$ cat src/rtl/sample_buffer_pkg.sv
// sample_buffer_pkg: shared sizing, header tag and reader FSM states for the sample buffers
// Contents:
//   NUMBER_OF_CHANNELS, NUMBER_OF_BITS, SAMPLES_BUFFER_SIZE  buffer geometry
//   CH_W, IDX_W                                              channel / sample index widths
//   HDR_TAG                                                  frame header marker bit
//   rdr_state_t                                              channel_buffer_reader FSM states
//   hdr_byte()                                               header byte for a channel id
package sample_buffer_pkg;
    localparam int NUMBER_OF_CHANNELS  = 14;
    localparam int NUMBER_OF_BITS      = 8;
    localparam int SAMPLES_BUFFER_SIZE = 10;
    localparam int CH_W                = 4;
    localparam int IDX_W               = 4;
    localparam logic [NUMBER_OF_BITS-1:0] HDR_TAG = 8'h80;

    typedef enum logic [2:0] {
        S_IDLE,
        S_HDR,
        S_RD,
        S_CAP,
        S_DATA,
        S_CSUM,
        S_NEXT
    } rdr_state_t;

    function automatic logic [NUMBER_OF_BITS-1:0] hdr_byte(input logic [CH_W-1:0] c);
        return HDR_TAG | NUMBER_OF_BITS'(c);
    endfunction
endpackage

$ cat src/rtl/channel_buffer_reader_stream_out_reg.sv
// stream_out_reg: registered valid/ready output stage (hold register + valid flag)
// Ports:
//   clk, reset            clock, asynchronous active-high reset
//   load                  capture load_data/load_last and raise valid (wins over a same-cycle handshake)
//   load_data, load_last  byte and end-of-request marker to present
//   ready                 sink ready
//   valid, data, last     registered outputs, stable until valid && ready
module stream_out_reg #(
    parameter int W = 8
) (
    input  logic         clk,
    input  logic         reset,
    input  logic         load,
    input  logic [W-1:0] load_data,
    input  logic         load_last,
    input  logic         ready,
    output logic         valid,
    output logic [W-1:0] data,
    output logic         last
);
    always_ff @(posedge clk or posedge reset) begin
        if (reset) begin
            valid <= 1'b0;
            data  <= '0;
            last  <= 1'b0;
        end else if (load) begin
            valid <= 1'b1;
            data  <= load_data;
            last  <= load_last;
        end else if (valid && ready) begin
            valid <= 1'b0;
            last  <= 1'b0;
        end
    end
endmodule

$ cat src/rtl/channel_buffer_reader.sv
// channel_buffer_reader: streams framed per-channel dumps (header, samples oldest-first, optional checksum)
// Ports:
//   clk, reset                         clock, asynchronous active-high reset
//   req_valid/req_ready                dump request handshake (ready only in IDLE)
//   req_all, req_channel               sweep all channels, or dump one channel
//   rd_en, rd_channel, rd_index        buffer read port strobe/address
//   rd_data                            buffer read data, valid one cycle after rd_en
//   out_valid/out_ready, out_data      output byte handshake
//   out_last                           final byte of the whole request
//   busy                               FSM not in IDLE
//   err                                one-cycle pulse on a rejected channel id
// Build option: define CHANNEL_BUFFER_CHECKSUM_EN to append a zero-sum checksum byte per frame.
module channel_buffer_reader
    import sample_buffer_pkg::*;
(
    input  logic                      clk,
    input  logic                      reset,
    input  logic                      req_valid,
    output logic                      req_ready,
    input  logic                      req_all,
    input  logic [CH_W-1:0]           req_channel,
    output logic                      rd_en,
    output logic [CH_W-1:0]           rd_channel,
    output logic [IDX_W-1:0]          rd_index,
    input  logic [NUMBER_OF_BITS-1:0] rd_data,
    output logic                      out_valid,
    input  logic                      out_ready,
    output logic [NUMBER_OF_BITS-1:0] out_data,
    output logic                      out_last,
    output logic                      busy,
    output logic                      err
);
    rdr_state_t                state;
    logic                      all_q;
    logic [CH_W-1:0]           ch;
    logic [IDX_W-1:0]          idx;
    logic [CH_W-1:0]           start_ch;
    logic                      accept;
    logic                      bad_ch;
    logic                      hs;
    logic                      more_ch;
    logic                      last_idx;
    logic                      load;
    logic                      load_last;
    logic [NUMBER_OF_BITS-1:0] load_data;
`ifdef CHANNEL_BUFFER_CHECKSUM_EN
    logic [NUMBER_OF_BITS-1:0] csum;
`endif

    assign req_ready = state == S_IDLE;
    assign busy      = !req_ready;
    assign accept    = req_valid && req_ready;
    assign bad_ch    = !req_all && req_channel >= CH_W'(NUMBER_OF_CHANNELS);
    assign start_ch  = req_all ? '0 : req_channel;
    assign hs        = out_valid && out_ready;
    assign more_ch   = all_q && ch < CH_W'(NUMBER_OF_CHANNELS - 1);
    assign last_idx  = idx == IDX_W'(SAMPLES_BUFFER_SIZE - 1);

    // Bytes are loaded into the output stage on the edge that enters the
    // presenting state, so out_valid rises exactly one cycle after the event.
    always_comb begin
        load      = 1'b0;
        load_data = '0;
        load_last = 1'b0;
        if (state == S_IDLE && accept && !bad_ch) begin
            load      = 1'b1;
            load_data = hdr_byte(start_ch);
        end else if (state == S_CAP) begin
            load      = 1'b1;
            load_data = rd_data;
`ifndef CHANNEL_BUFFER_CHECKSUM_EN
            load_last = last_idx && !more_ch;
`endif
        end else if (state == S_NEXT && more_ch) begin
            load      = 1'b1;
            load_data = hdr_byte(ch + 1'b1);
        end
`ifdef CHANNEL_BUFFER_CHECKSUM_EN
        else if (state == S_DATA && hs && last_idx) begin
            // csum already holds header + every sample; its negation zeroes the frame sum
            load      = 1'b1;
            load_data = -csum;
            load_last = !more_ch;
        end
`endif
    end

    stream_out_reg #(.W(NUMBER_OF_BITS)) u_out (
        .clk       (clk),
        .reset     (reset),
        .load      (load),
        .load_data (load_data),
        .load_last (load_last),
        .ready     (out_ready),
        .valid     (out_valid),
        .data      (out_data),
        .last      (out_last)
    );

    always_ff @(posedge clk or posedge reset) begin
        if (reset) begin
            state      <= S_IDLE;
            all_q      <= 1'b0;
            ch         <= '0;
            idx        <= '0;
            rd_en      <= 1'b0;
            rd_channel <= '0;
            rd_index   <= '0;
            err        <= 1'b0;
`ifdef CHANNEL_BUFFER_CHECKSUM_EN
            csum       <= '0;
`endif
        end else begin
            rd_en <= 1'b0;
            err   <= 1'b0;
            case (state)
                S_IDLE: if (accept) begin
                    if (bad_ch) begin
                        err <= 1'b1;
                    end else begin
                        all_q <= req_all;
                        ch    <= start_ch;
                        idx   <= '0;
`ifdef CHANNEL_BUFFER_CHECKSUM_EN
                        csum  <= hdr_byte(start_ch);
`endif
                        state <= S_HDR;
                    end
                end
                S_HDR: if (hs) begin
                    rd_en      <= 1'b1;
                    rd_channel <= ch;
                    rd_index   <= idx;
                    state      <= S_RD;
                end
                S_RD: state <= S_CAP;
                S_CAP: begin
`ifdef CHANNEL_BUFFER_CHECKSUM_EN
                    csum  <= csum + rd_data;
`endif
                    state <= S_DATA;
                end
                S_DATA: if (hs) begin
                    if (!last_idx) begin
                        idx        <= idx + 1'b1;
                        rd_en      <= 1'b1;
                        rd_channel <= ch;
                        rd_index   <= idx + 1'b1;
                        state      <= S_RD;
                    end else begin
`ifdef CHANNEL_BUFFER_CHECKSUM_EN
                        state <= S_CSUM;
`else
                        state <= S_NEXT;
`endif
                    end
                end
`ifdef CHANNEL_BUFFER_CHECKSUM_EN
                S_CSUM: if (hs) state <= S_NEXT;
`endif
                S_NEXT: begin
                    if (more_ch) begin
                        ch    <= ch + 1'b1;
                        idx   <= '0;
`ifdef CHANNEL_BUFFER_CHECKSUM_EN
                        csum  <= hdr_byte(ch + 1'b1);
`endif
                        state <= S_HDR;
                    end else begin
                        state <= S_IDLE;
                    end
                end
                default: state <= S_IDLE;
            endcase
        end
    end
endmodule

$ cat config.mk
export PLATFORM = sky130hd
export DESIGN_NAME = channel_buffer_reader
export DESIGN_NICKNAME = d
export VERILOG_FILES = /design/src/rtl/sample_buffer_pkg.sv /design/src/rtl/channel_buffer_reader_stream_out_reg.sv /design/src/rtl/channel_buffer_reader.sv
export SDC_FILE = /design/constraint.sdc
export NUM_CORES = 1
export LEC_CHECK = 0
export CORE_ASPECT_RATIO = 0.7
export CORE_MARGIN = 5
export CORE_UTILIZATION = 44
export DETAILED_ROUTE_END_ITERATION = 8
export PLACE_DENSITY = 0.81
export SETUP_SLACK_MARGIN = 0.5
export SYNTH_ARGS = -nofsm -noshare
export SYNTH_HDL_FRONTEND = slang
export SYNTH_SLANG_ARGS = --single-unit
$ cat constraint.sdc
create_clock -name clk -period 1.7 [get_ports clk]
set_clock_uncertainty 0.05 [all_clocks]
set_input_delay 0.34 -clock clk [delete_from_list [all_inputs] [get_ports clk]]
set_output_delay 0.34 -clock clk [all_outputs]
set_load 0.05 [all_outputs]
==> flow_summary_export.csv, run 1 <==
group,metric,value,unit
clock_tree,clock_tree.buffer_depth,2,
placed_design,placed_cells_incl_taps,274,
worst_setup_path,critical_path.endpoint_type,"flip-flop",
detailed_routing,routedWlPerCell,20.7,um
worst_setup_path,critPathLaunchType,"flip-flop",
detailed_routing,detail_route.first_pass.iterations,4,
logic_synthesis,yosysTopAreaCellShare,48.1,%
logic_synthesis,ys_seq_area_share,48.1,%
die,top_level_i_o_count,39,
sta,fmaxAchievable,526,MHz
logic_synthesis,count_of_mapped_cells_out_of_synthesis,166,
worst_setup_path,crit_path_cells,"inv_2, ha_4, nand3b_1, nand4_1, a31oi_4, o21ai_2, a22o_1",
clock_tree,tritoncts,"done",
logic_synthesis,synth_cell_count_leaders,"32 x dfrtp_1, 23 x nand2_1, 13 x o21ai_0",
detailed_routing,via_density_per_instance,5.61,
clock_tree,clk_latency,290,ps
final_layout,final-instance-count-excl-fill,329,
worst_setup_path,worst-r2r-cell-count,7,
clock_tree,cts_inserted_buffers,5,
final_layout,antenna_cells_inserted,0,
final_layout,final_layout_size_suffix_gt1_share,58.4,%
pwr,fin_total_pwr,5.47,mW
worst_setup_path,worst_path_max_delay_cell,"dfrtp_1",
clock_tree,clock-root-buffer,"clkbuf_8",
clock_tree,worst_setup_hold_path_clk_slew,70,ps
sta,timing.final.crit_share,112,%
clock_tree,cts.sink_count,32,
logic_synthesis,synth_fp_nets,188,
pwr,clock_power_share,10.3,%
logic_synthesis,synth_area_leader_cell,"dfrtp_1",
sta,maxSlewHeadroom,75.9,%
clock_tree,post_cts_hold_buffer_count,0,
logic_synthesis,yosysMostFrequentCell,"dfrtp_1",
worst_setup_path,worst_path_largest_cell_delay,400,ps
die,std_cell_rows,18,
pwr,vdd_drop_max,1430,uV
placed_design,hpwlAfterDp,3330,um
worst_setup_path,critPathBufInv,1,
job,maxCapViolations,0,
grt,grt_pass1_vias,1800,
detailed_routing,drt_iter0_markers,100,
pwr,switching_share,44.6,%
sta,finalSetupViolations,24,
sta,slew_at_the_pin_with_the_worst_max_slew_slack,361,ps
grt,grt_start_max_net_pins,33,
run_status,outcome,"complete, but fails checks",
sta,grt_setup_unrepaired,"true",
logic_synthesis,mean_cell_area_of_the_mapped_netlist,10.0,um2
sta,slew_violations,0,
die,dieArea,5130,um2
sta,final_critical_path_setup_slack,-203,ps
worst_setup_path,crit_path_start,"ch[0]$_DFFE_PP0P_",
pwr,power_frac_seq,23.2,%
logic_synthesis,syn-cell-area,1670,um2
placed_design,io_buffers,38,
grt,grt.overflow.total,0,
grt,antenna_violations_before_repair,0,
pwr,internal-power,3.03,mW
worst_setup_path,slack_of_the_worst_reg_to_reg_path,-200,ps
logic_synthesis,number_of_enable_type_register_cells_in_the_synthesized_netlist,0,
die,die-height,61.5,um
min_path,timing.hold.worst.class,"input pin to asynchronous set/reset pin",
die,die_x,83.5,um
pwr,switchingPower,2.44,mW
sta,tns,-2120,ps
pwr,pwr_density_cell,1720,nW/um2
grt,grt_pass1_wl,8810,um
placed_design,routabilityCongestion,0.897,
final_layout,nNetsFinal,301,
sta,report.final.hold_viol_count,0,
logic_synthesis,post_synth_num_cell_types,43,
worst_setup_path,rr_endpoint,"idx[2]$_DFFE_PP0P_",
detailed_routing,detail_route.wirelength,6810,um
worst_setup_path,crit_arrival,2040,ps
worst_setup_path,timing.rr.start,"ch[0]$_DFFE_PP0P_",
pwr,power_frac_comb,66.5,%
worst_setup_path,crit_family,"compound AO/OA/AOI/OAI gates",
run_status,violations,"setup timing",
final_layout,area_growth,91.4,%
detailed_routing,num_vias,1846,
die,core_region_area,3580,um2
logic_synthesis,post_synth_main_area_contributors,"dfrtp_1 48%, nand2_1 5.2%, mux2_2 4.1%, o21ai_0 3.9%, ha_1 3.8%",
grt,globalRouteTotalUtil,22.8,%
logic_synthesis,async_reset_ff_share,100,%
detailed_routing,remaining_drc_errors,0,
worst_setup_path,worstPathRequired,1830,ps
die,initial_core_util,46.5,%
final_layout,nFillCells,168,
final_layout,seq_area,803,um2
pwr,p_leak,1.51,nW
detailed_routing,remaining_antenna_violation_count,0,
sta,layout_min_cycle_time,1900,ps
logic_synthesis,postSynthRegisterBits,32,
final_layout,multi_input_area,1080,um2
logic_synthesis,synth-warning-count,0,
worst_setup_path,crit_path_max_fanout,3,
clock_tree,htree_num_levels,2,
worst_setup_path,worstSetupPathType,"flip-flop to flip-flop",
logic_synthesis,primary_ff_master_synth,"dfrtp_1",
## layer usage
metal | GRT usage, % | part of all wire, % | wire [um]
met4 | 9.40 | 3.3 | 225
met5 | 0 | 0 | 0
met3 | 7.22 | 9.7 | 659
met1 | 27.3 | 39 | 2670
met2 | 39.6 | 48 | 3250
## per-stage QoR
stage / instance area (um2) / hold slack (ps) / setup WS (ps) / util, %
2_1_floorplan: 1720 / 394 / 76.1 / -
3_3_place_gp: 2290 / 418 / -190 / 64.0
3_5_place_dp: 2290 / 422 / -292 / 64.0
4_1_cts: 2880 / 358 / -132 / 80.5
5_1_grt: 3190 / 362 / -262 / 89.0
6_report: 3190 / 337 / -203 / 89.0
## power by group through the flow
stage          logic [mW]  clock network [mW]  registers, mW
3_5_place_dp         2.31                   0           1.24
6_report             3.64               0.561           1.27
3_3_place_gp         2.26                   0           1.23
5_1_grt              3.79               0.607           1.30
2_1_floorplan       0.904                   0           1.81
4_1_cts              3.05               0.557           1.24
## sequential cells by signal, indices dropped and copies added, names as in the netlist
signal,count
err,1
rd_en,1
rd_channel,4
rd_index,4
all_q,1
idx,4
u_out.valid,1
u_out.data,8
state,3
ch,4
u_out.last,1
## worst reg2reg max path, delay by kind of cell, from the launching register on
kind	cells	cell delay, ps
AO/OA/AOI/OAI	3	610
adder cells (fa/ha/maj)	1	130
buffers and inverters	1	100
flip-flops	1	400
AND/OR/NAND/NOR	2	510
## layout make-up
| class | instances | area share [%] |
|---|---|---|
| clock buffers | 6 | 2.28 |
| repair buffers | 111 | 35.0 |
| well taps | 50 | 1.96 |
| flip-flops and latches | 32 | 25.2 |
| inverters | 11 | 1.49 |
| clock inverters | 1 | 0.157 |
| multi-input cells | 118 | 33.9 |
## what timing repair did
action	in CTS	in global routing
pin swaps	22	17
buffers inserted	30	18
setup endpoints to repair	53	54
resized for setup	80	37
## worst max path at each step
stage	endpoint	depth (start not counted)	slack, ps
after floorplan	req_ready	3	80
after global placement	u_out.data[3]$_DFFE_PP0P_	6	-190
after detailed placement	idx[2]$_DFFE_PP0P_	6	-290
after CTS	req_ready	4	-130
after global routing	idx[2]$_DFFE_PP0P_	7	-260
final	idx[2]$_DFFE_PP0P_	7	-200
## cell usage in the layout, fill, tap and decap left out, drive strengths merged, types with 4 or more instances in the layout
cell type | Yosys | final
a21oi | 6 | 6
buf | 5 | 95
clkbuf | 0 | 6
clkdlybuf4s50 | 0 | 12
dfrtp | 32 | 32
dlymetal6s2s | 0 | 4
ha | 5 | 5
inv | 11 | 10
mux2 | 6 | 6
nand2 | 23 | 23
nand3 | 7 | 7
nand4 | 5 | 5
nor2 | 11 | 11
nor2b | 6 | 6
o21ai | 13 | 13
## kinds of logic (layout without fill, tap and decap cells)
kind of cell,Yosys count,count (layout),synth area share (%)
xor gates and xnor gates,4,4,2.10
AOI/OAI and AO/OA,36,36,14.3
muxes,8,8,5.26
and+or+nand+nor,65,65,22.1
buffers and inverters,16,129,4.43
adders and majority gates,5,5,3.76
DFF,32,32,48.1
No activity file was read; power rests on OpenSTA's default activity.
==> run 2: changes to the inputs <==
--- a/config.mk
+++ b/config.mk
@@ -5,11 +5,11 @@
 export SDC_FILE = /design/constraint.sdc
 export NUM_CORES = 1
 export LEC_CHECK = 0
-export CORE_ASPECT_RATIO = 0.7
+export CORE_ASPECT_RATIO = 0.6
 export CORE_MARGIN = 5
-export CORE_UTILIZATION = 44
+export CORE_UTILIZATION = 49
 export DETAILED_ROUTE_END_ITERATION = 8
-export PLACE_DENSITY = 0.81
+export PLACE_DENSITY_LB_ADDON = 0.1
 export SETUP_SLACK_MARGIN = 0.5
 export SYNTH_ARGS = -nofsm -noshare
 export SYNTH_HDL_FRONTEND = slang
==> constraint.sdc (replaced) <==
create_clock -name clk -period 2.1 [get_ports clk]
set_clock_uncertainty 0.05 [all_clocks]
set_input_delay 0.42 -clock clk [delete_from_list [all_inputs] [get_ports clk]]
set_output_delay 0.42 -clock clk [all_outputs]
set_load 0.05 [all_outputs]
==> run 2 against run 1 <==
Non-clock buffer count down 31. Via count down 7.9%. Routed wire length decreased by 14%. Global-route usage grew 2.2 points. The flow now finishes without violations. Core utilization decreased by 4.1 points. Worst hold slack better by 100 ps. Clock-buffer cell count increased by 1. Sequential share of layout area rose by 3.9 points. Sequential power decreased by 20%.
==> flow_summary_export.csv, run 2 (synthesis results as in run 1) <==
group,metric,value,unit
clock_tree,clk_latency,280,ps
worst_setup_path,critical_path.endpoint_type,"output port",
clock_tree,worst_setup_hold_path_clk_slew,70,ps
worst_setup_path,worst-r2r-cell-count,8,
detailed_routing,detail_route.wirelength,5830,um
worst_setup_path,timing.rr.start,"ch[0]$_DFFE_PP0P_",
detailed_routing,drt_iter0_markers,162,
sta,final_critical_path_setup_slack,278,ps
final_layout,final_common_cell,"buf_4",
final_layout,registers.top_by_ff_count,"u_out.data",
detailed_routing,remaining_drc_errors,0,
sta,timing.final.crit_share,86.8,%
detailed_routing,remaining_antenna_violation_count,0,
detailed_routing,detail_route.first_pass.iterations,4,
worst_setup_path,crit_path_max_fanout,4,
grt,antenna_violations_before_repair,0,
detailed_routing,via_density_per_instance,5.78,
run_status,outcome,"complete, no violations",
clock_tree,cts.sink_count,32,
die,top_level_i_o_count,39,
sta,finalSetupViolations,0,
clock_tree,tritoncts,"done",
worst_setup_path,crit_arrival,1350,ps
placed_design,dpl_worst_slack,45.1,ps
worst_setup_path,crit_family,"flip-flops",
worst_setup_path,slack_of_the_worst_reg_to_reg_path,320,ps
final_layout,nNetsFinal,270,
sta,tns,0,ps
grt,globalRouteTotalUtil,25.0,%
grt,grt_pass1_vias,1733,
die,dieArea,4700,um2
final_layout,largest_register_ff_count,8,
grt,grt_start_max_net_pins,33,
worst_setup_path,worstSetupPathType,"flip-flop to output port",
die,std_cell_rows,16,
final_layout,finalCoreUtilization,84.9,%
detailed_routing,num_vias,1700,
placed_design,hpwlAfterDp,3220,um
final_layout,final_layout_size_suffix_gt1_share,50.6,%
detailed_routing,routedWlPerCell,19.8,um
worst_setup_path,critPathBufInv,2,
die,core_region_area,3260,um2
worst_setup_path,crit_path_cells,"or3_4, clkinvlp_4, buf_12",
sta,slew_violations,0,
sta,fmaxAchievable,549,MHz
sta,grt_setup_unrepaired,"true",
sta,report.final.hold_viol_count,0,
pwr,pwr_density_cell,1380,nW/um2
sta,maxSlewHeadroom,68.1,%
pwr,fin_total_pwr,3.81,mW
clock_tree,clock_tree.buffer_depth,2,
grt,grt_pass1_wl,8780,um
clock_tree,post_cts_hold_buffer_count,0,
worst_setup_path,rr_endpoint,"u_out.data[3]$_DFFE_PP0P_",
pwr,p_leak,1.23,nW
min_path,min_path_cells,1,
final_layout,mostFrequentLayoutCells,"33 x buf_4, 28 x dfrtp_1, 19 x nand2_1",
sta,layout_min_cycle_time,1820,ps
die,die_x,85.3,um
pwr,vdd_drop_max,1000,uV
worst_setup_path,worst_path_max_delay_cell,"dfrtp_2",
final_layout,antenna_cells_inserted,0,
placed_design,io_buffers,38,
sta,slew_at_the_pin_with_the_worst_max_slew_slack,481,ps
worst_setup_path,worst_path_largest_cell_delay,440,ps
die,initial_core_util,51.0,%
worst_setup_path,worstPathRequired,1630,ps
job,maxCapViolations,0,
min_path,min_from,"u_out.data[1]$_DFFE_PP0P_",
final_layout,area_growth,66.3,%
die,die-height,55.2,um
worst_setup_path,critPathLaunchType,"flip-flop",
clock_tree,htree_num_levels,2,
min_path,min_to,"u_out.data[1]$_DFFE_PP0P_",
clock_tree,clock-root-buffer,"clkbuf_8",
min_path,timing.hold.worst.class,"flip-flop to flip-flop",
grt,grt.overflow.total,0,
clock_tree,cts_inserted_buffers,5,
placed_design,routabilityCongestion,0.984,
[run 2: changes by cell type in the layout (fill, tap and decap cells not counted), moves of 5 or more]
cell             delta
buf_4              -15
clkdlybuf4s15_2    +14
clkbuf_2            +5
o21ai_2             -5
buf_6              -29
dlygate4sd2_1       +5
[run 2: final cells by class]
| type | instances | area [um2] |
|---|---|---|
| multi-input combinational | 118 | 1010 |
| clock inverter | 1 | 30.0 |
| timing repair buffer | 80 | 727 |
| inverter | 11 | 45.0 |
| sequential | 32 | 806 |
| tap | 45 | 56.3 |
| fill | 154 | 493 |
| clock buffer | 7 | 96.3 |
[run 2: timing repair]
item	CTS	global route
setup buffers	31	4
endpoints found under the setup margin	48	36
gates resized for setup	87	44
pin swaps	14	9
[run 2: where the power goes]
part	internal, mW	switching (mW)	total [mW]
Combinational	0.853	1.31	2.16
Clock	0.418	0.222	0.640
Sequential	0.834	0.175	1.01
Total	2.11	1.70	3.81
[run 2: per-stage QoR]
step | hold WS (ps) | std cells | area [um2]
floorplan | 458 | 166 | 1700
global placement | 413 | 251 | 2160
detailed placement | 428 | 251 | 2160
CTS | 447 | 290 | 2620
global route | 482 | 294 | 2770
finish | 439 | 294 | 2770
[run 2: worst max path at each step]
stage,slack (ps),end,cells past startpoint,start
floorplan,400,req_ready,3,state[1]$_DFFE_PP0P_
global placement,100,u_out.data[3]$_DFFE_PP0P_,6,req_all
detailed placement,50,u_out.data[3]$_DFFE_PP0P_,6,req_valid
CTS,280,req_ready,3,state[0]$_DFFE_PP0P_
global route,240,req_ready,3,state[0]$_DFFE_PP0P_
finish,280,req_ready,3,state[0]$_DFFE_PP0P_
[run 2: worst reg2reg max path: stages (launching register included)]
cell and delay, ps:
dfrtp_1 380, inv_2 70, ha_4 150, nand3b_1 260, nand4_4 170, buf_6 110, buf_6 110, o2bb2ai_4 80
a211o_1 280
[run 2: per-layer routing]
metal | track usage, % | part of all wire (%) | up-vias
li1 | - | - | 744
met1 | 30.5 | 43 | 834
met2 | 42.9 | 46 | 101
met5 | 0 | 0 | -
met3 | 7.40 | 8.1 | 21
met4 | 10.0 | 2.9 | 0
==> run 3: changes to the inputs <==
--- a/config.mk
+++ b/config.mk
@@ -5,12 +5,14 @@
 export SDC_FILE = /design/constraint.sdc
 export NUM_CORES = 1
 export LEC_CHECK = 0
+export ABC_AREA = 1
 export CORE_ASPECT_RATIO = 0.6
 export CORE_MARGIN = 5
-export CORE_UTILIZATION = 49
+export CORE_UTILIZATION = 50
 export DETAILED_ROUTE_END_ITERATION = 8
 export PLACE_DENSITY_LB_ADDON = 0.1
 export SETUP_SLACK_MARGIN = 0.5
+export SLEW_MARGIN = 20
 export SYNTH_ARGS = -nofsm -noshare
 export SYNTH_HDL_FRONTEND = slang
 export SYNTH_SLANG_ARGS = --single-unit
==> run 3 against run 2 <==
Critical path type unchanged. Core utilization is 10 points lower. Global-route usage down 4.9 points. Sequential power decreased by 6%. Critical path depth is 1 higher. Final cell count up 13%. Via count is 3.3% higher. Clock power decreased by 21%. Fmax rose by 13%. Sequential cell count unchanged. Critical endpoint unchanged. Combinational power shrank 15%. Clock-buffer cell count did not move.
==> flow_summary_export.csv, run 3 <==
group,metric,value,unit
detailed_routing,detail_route.first_pass.iterations,5,
worst_setup_path,critPathLaunchType,"flip-flop",
detailed_routing,via_density_per_instance,5.27,
logic_synthesis,postSynthRegisterBits,32,
final_layout,final_common_cell,"nand2_1",
worst_setup_path,critical_path.endpoint_type,"output port",
final_layout,multi_input_area,921,um2
grt,grt_start_max_net_pins,33,
detailed_routing,num_vias,1756,
sta,report.final.hold_viol_count,0,
sta,layout_min_cycle_time,1610,ps
detailed_routing,remaining_drc_errors,0,
logic_synthesis,primary_ff_master_synth,"dfrtp_1",
die,std_cell_rows,16,
pwr,vdd_drop_max,1080,uV
placed_design,hpwlAfterDp,3310,um
placed_design,routabilityCongestion,0.864,
sta,tns,0,ps
sta,maxSlewHeadroom,72.8,%
final_layout,registers.top_by_ff_count,"u_out.data",
grt,globalRouteTotalUtil,20.2,%
final_layout,area_growth,43.3,%
pwr,p_leak,1.25,nW
final_layout,largest_register_ff_count,8,
logic_synthesis,syn-cell-area,1710,um2
die,dieArea,4730,um2
logic_synthesis,post_synth_num_cell_types,22,
placed_design,io_buffers,38,
grt,antenna_violations_before_repair,0,
detailed_routing,drt_iter0_markers,131,
logic_synthesis,mean_cell_area_of_the_mapped_netlist,7.51,um2
placed_design,dpl_worst_slack,112,ps
worst_setup_path,crit_path_max_fanout,3,
die,initial_core_util,52.1,%
clock_tree,worst_setup_hold_path_clk_slew,60,ps
clock_tree,htree_num_levels,2,
detailed_routing,routedWlPerCell,14.0,um
run_status,outcome,"complete, no violations",
logic_synthesis,yosysTopAreaCellShare,46.8,%
logic_synthesis,number_of_enable_type_register_cells_in_the_synthesized_netlist,0,
pwr,pwr_density_cell,1340,nW/um2
final_layout,antenna_cells_inserted,0,
logic_synthesis,yosysMostFrequentCell,"nand2_1",
sta,finalSetupViolations,0,
final_layout,nFillCells,255,
logic_synthesis,synth-warning-count,0,
grt,grt_pass1_vias,1565,
grt,grt_pass1_wl,7530,um
die,core_region_area,3280,um2
clock_tree,cts_inserted_buffers,5,
clock_tree,clk_latency,290,ps
grt,grt.overflow.total,0,
final_layout,seq_area,803,um2
sta,fmaxAchievable,620,MHz
logic_synthesis,count_of_mapped_cells_out_of_synthesis,228,
logic_synthesis,synth_area_leader_cell,"dfrtp_1",
logic_synthesis,synth_cell_count_leaders,"83 x nand2_1, 32 x dfrtp_1, 22 x nor2_1",
pwr,fin_total_pwr,3.29,mW
logic_synthesis,ys_seq_area_share,46.8,%
die,die-height,55.3,um
logic_synthesis,async_reset_ff_share,100,%
sta,final_critical_path_setup_slack,487,ps
sta,grt_setup_unrepaired,"true",
logic_synthesis,post_synth_main_area_contributors,"dfrtp_1 47%, nand2_1 18%, nand3_1 5.8%, o21ai_0 5.8%, nor2_1 4.8%",
die,top_level_i_o_count,39,
clock_tree,clock_tree.buffer_depth,2,
final_layout,final_layout_size_suffix_gt1_share,25.3,%
clock_tree,tritoncts,"done",
clock_tree,clock-root-buffer,"clkbuf_8",
logic_synthesis,synth_fp_nets,250,
sta,timing.final.crit_share,76.8,%
sta,slew_violations,0,
worst_setup_path,worstSetupPathType,"flip-flop to output port",
min_path,timing.hold.worst.class,"flip-flop to flip-flop",
final_layout,mostFrequentLayoutCells,"79 x nand2_1, 30 x dfrtp_1, 19 x nand3_1, 19 x o21ai_0, 18 x nor2_1",
sta,slew_at_the_pin_with_the_worst_max_slew_slack,409,ps
clock_tree,post_cts_hold_buffer_count,0,
detailed_routing,remaining_antenna_violation_count,0,
final_layout,nNetsFinal,310,
worst_setup_path,worstPathRequired,1630,ps
job,maxCapViolations,0,
die,die_x,85.5,um
worst_setup_path,crit_arrival,1140,ps
detailed_routing,detail_route.wirelength,4660,um
clock_tree,cts.sink_count,32,
run 3: cell types whose count changed in the layout (fill, tap and decap cells not counted), moves of 5 or more:
| cell | delta |
|---|---|
| buf_4 | -20 |
| o21ai_0 | +15 |
| nor2_1 | +16 |
| inv_1 | +9 |
| nand2_1 | +60 |
| nand3_1 | +16 |
| nor2_4 | +6 |
| dlygate4sd2_1 | -5 |
| buf_6 | -9 |
| clkdlybuf4s50_1 | +5 |
run 3: cell type report:
class	count	area share, %
Clock buffer	7	3.93
Timing Repair Buffer	52	20.2
Inverter	20	3.26
Multi-Input combinational cell	177	37.5
Tap cell	45	2.29
Sequential cell	32	32.7
run 3: path summary, 6_finish.rpt:
check,start,to,slack (ps),cells after the start
min in group asynchronous,reset,u_out.data[4]$_DFFE_PP0P_,490,3
worst max register to register,state[2]$_DFFE_PP0P_,idx[0]$_DFFE_PP0P_,550,8
worst max-delay path,state[1]$_DFFE_PP0P_,req_ready,490,4
max in group asynchronous,reset,state[0]$_DFFE_PP0P_,1190,3
worst min-delay path,rd_channel[0]$_DFFE_PP0P_,rd_channel[0]$_DFFE_PP0P_,450,2
worst min register to register,rd_channel[0]$_DFFE_PP0P_,rd_channel[0]$_DFFE_PP0P_,450,2
run 3: what timing repair did:
item                       in CTS  in global routing
pin swaps                       1                  3
cloned                          1                  1
buffers inserted                7                  5
gates resized for setup        63                 21
setup endpoints to repair      50                 36
run 3: cell families (layout without fill, tap and decap cells):
| logic type | Yosys count | count (layout) | synth area share, % |
|---|---|---|---|
| AO/OA/AOI/OAI | 26 | 26 | 8.04 |
| adder cells (fa/ha/maj) | 5 | 5 | 3.65 |
| AND/OR/NAND/NOR | 141 | 143 | 35.2 |
| flip-flops | 32 | 32 | 46.8 |
| buffers and inverters | 21 | 79 | 4.82 |
| XOR/XNOR | 3 | 3 | 1.54 |
run 3: report_power, final:
group / internal [mW] / switching (mW) / leakage (nW)
clock network: 0.291 / 0.216 / 0.0503
logic: 0.617 / 1.22 / 0.784
registers: 0.805 / 0.140 / 0.418
run 3: critical path, cell delays in order (launching register included):
cell,delay [ps]
dfrtp_2,420
nor2_4,160
nand2_4,80
inv_4,70
buf_12,120
run 3: per-layer routing:
layer	share of wire (%)	global-route usage (%)	vias up
met5	0	0	-
li1	-	-	850
met3	8.7	5.50	8
met4	1.3	6.77	0
met1	47	30.5	816
met2	43	27.3	82
run 3: through the flow:
stage | cells | cell area (um2) | hold WS [ps] | util [%]
6_report | 333 | 2450 | 447 | 74.7
5_1_grt | 333 | 2450 | 483 | 74.7
4_1_cts | 327 | 2380 | 454 | 72.6
3_5_place_dp | 312 | 2170 | 439 | 66.0
3_3_place_gp | 312 | 2170 | 432 | 66.0
2_1_floorplan | 228 | 1720 | 431 | -
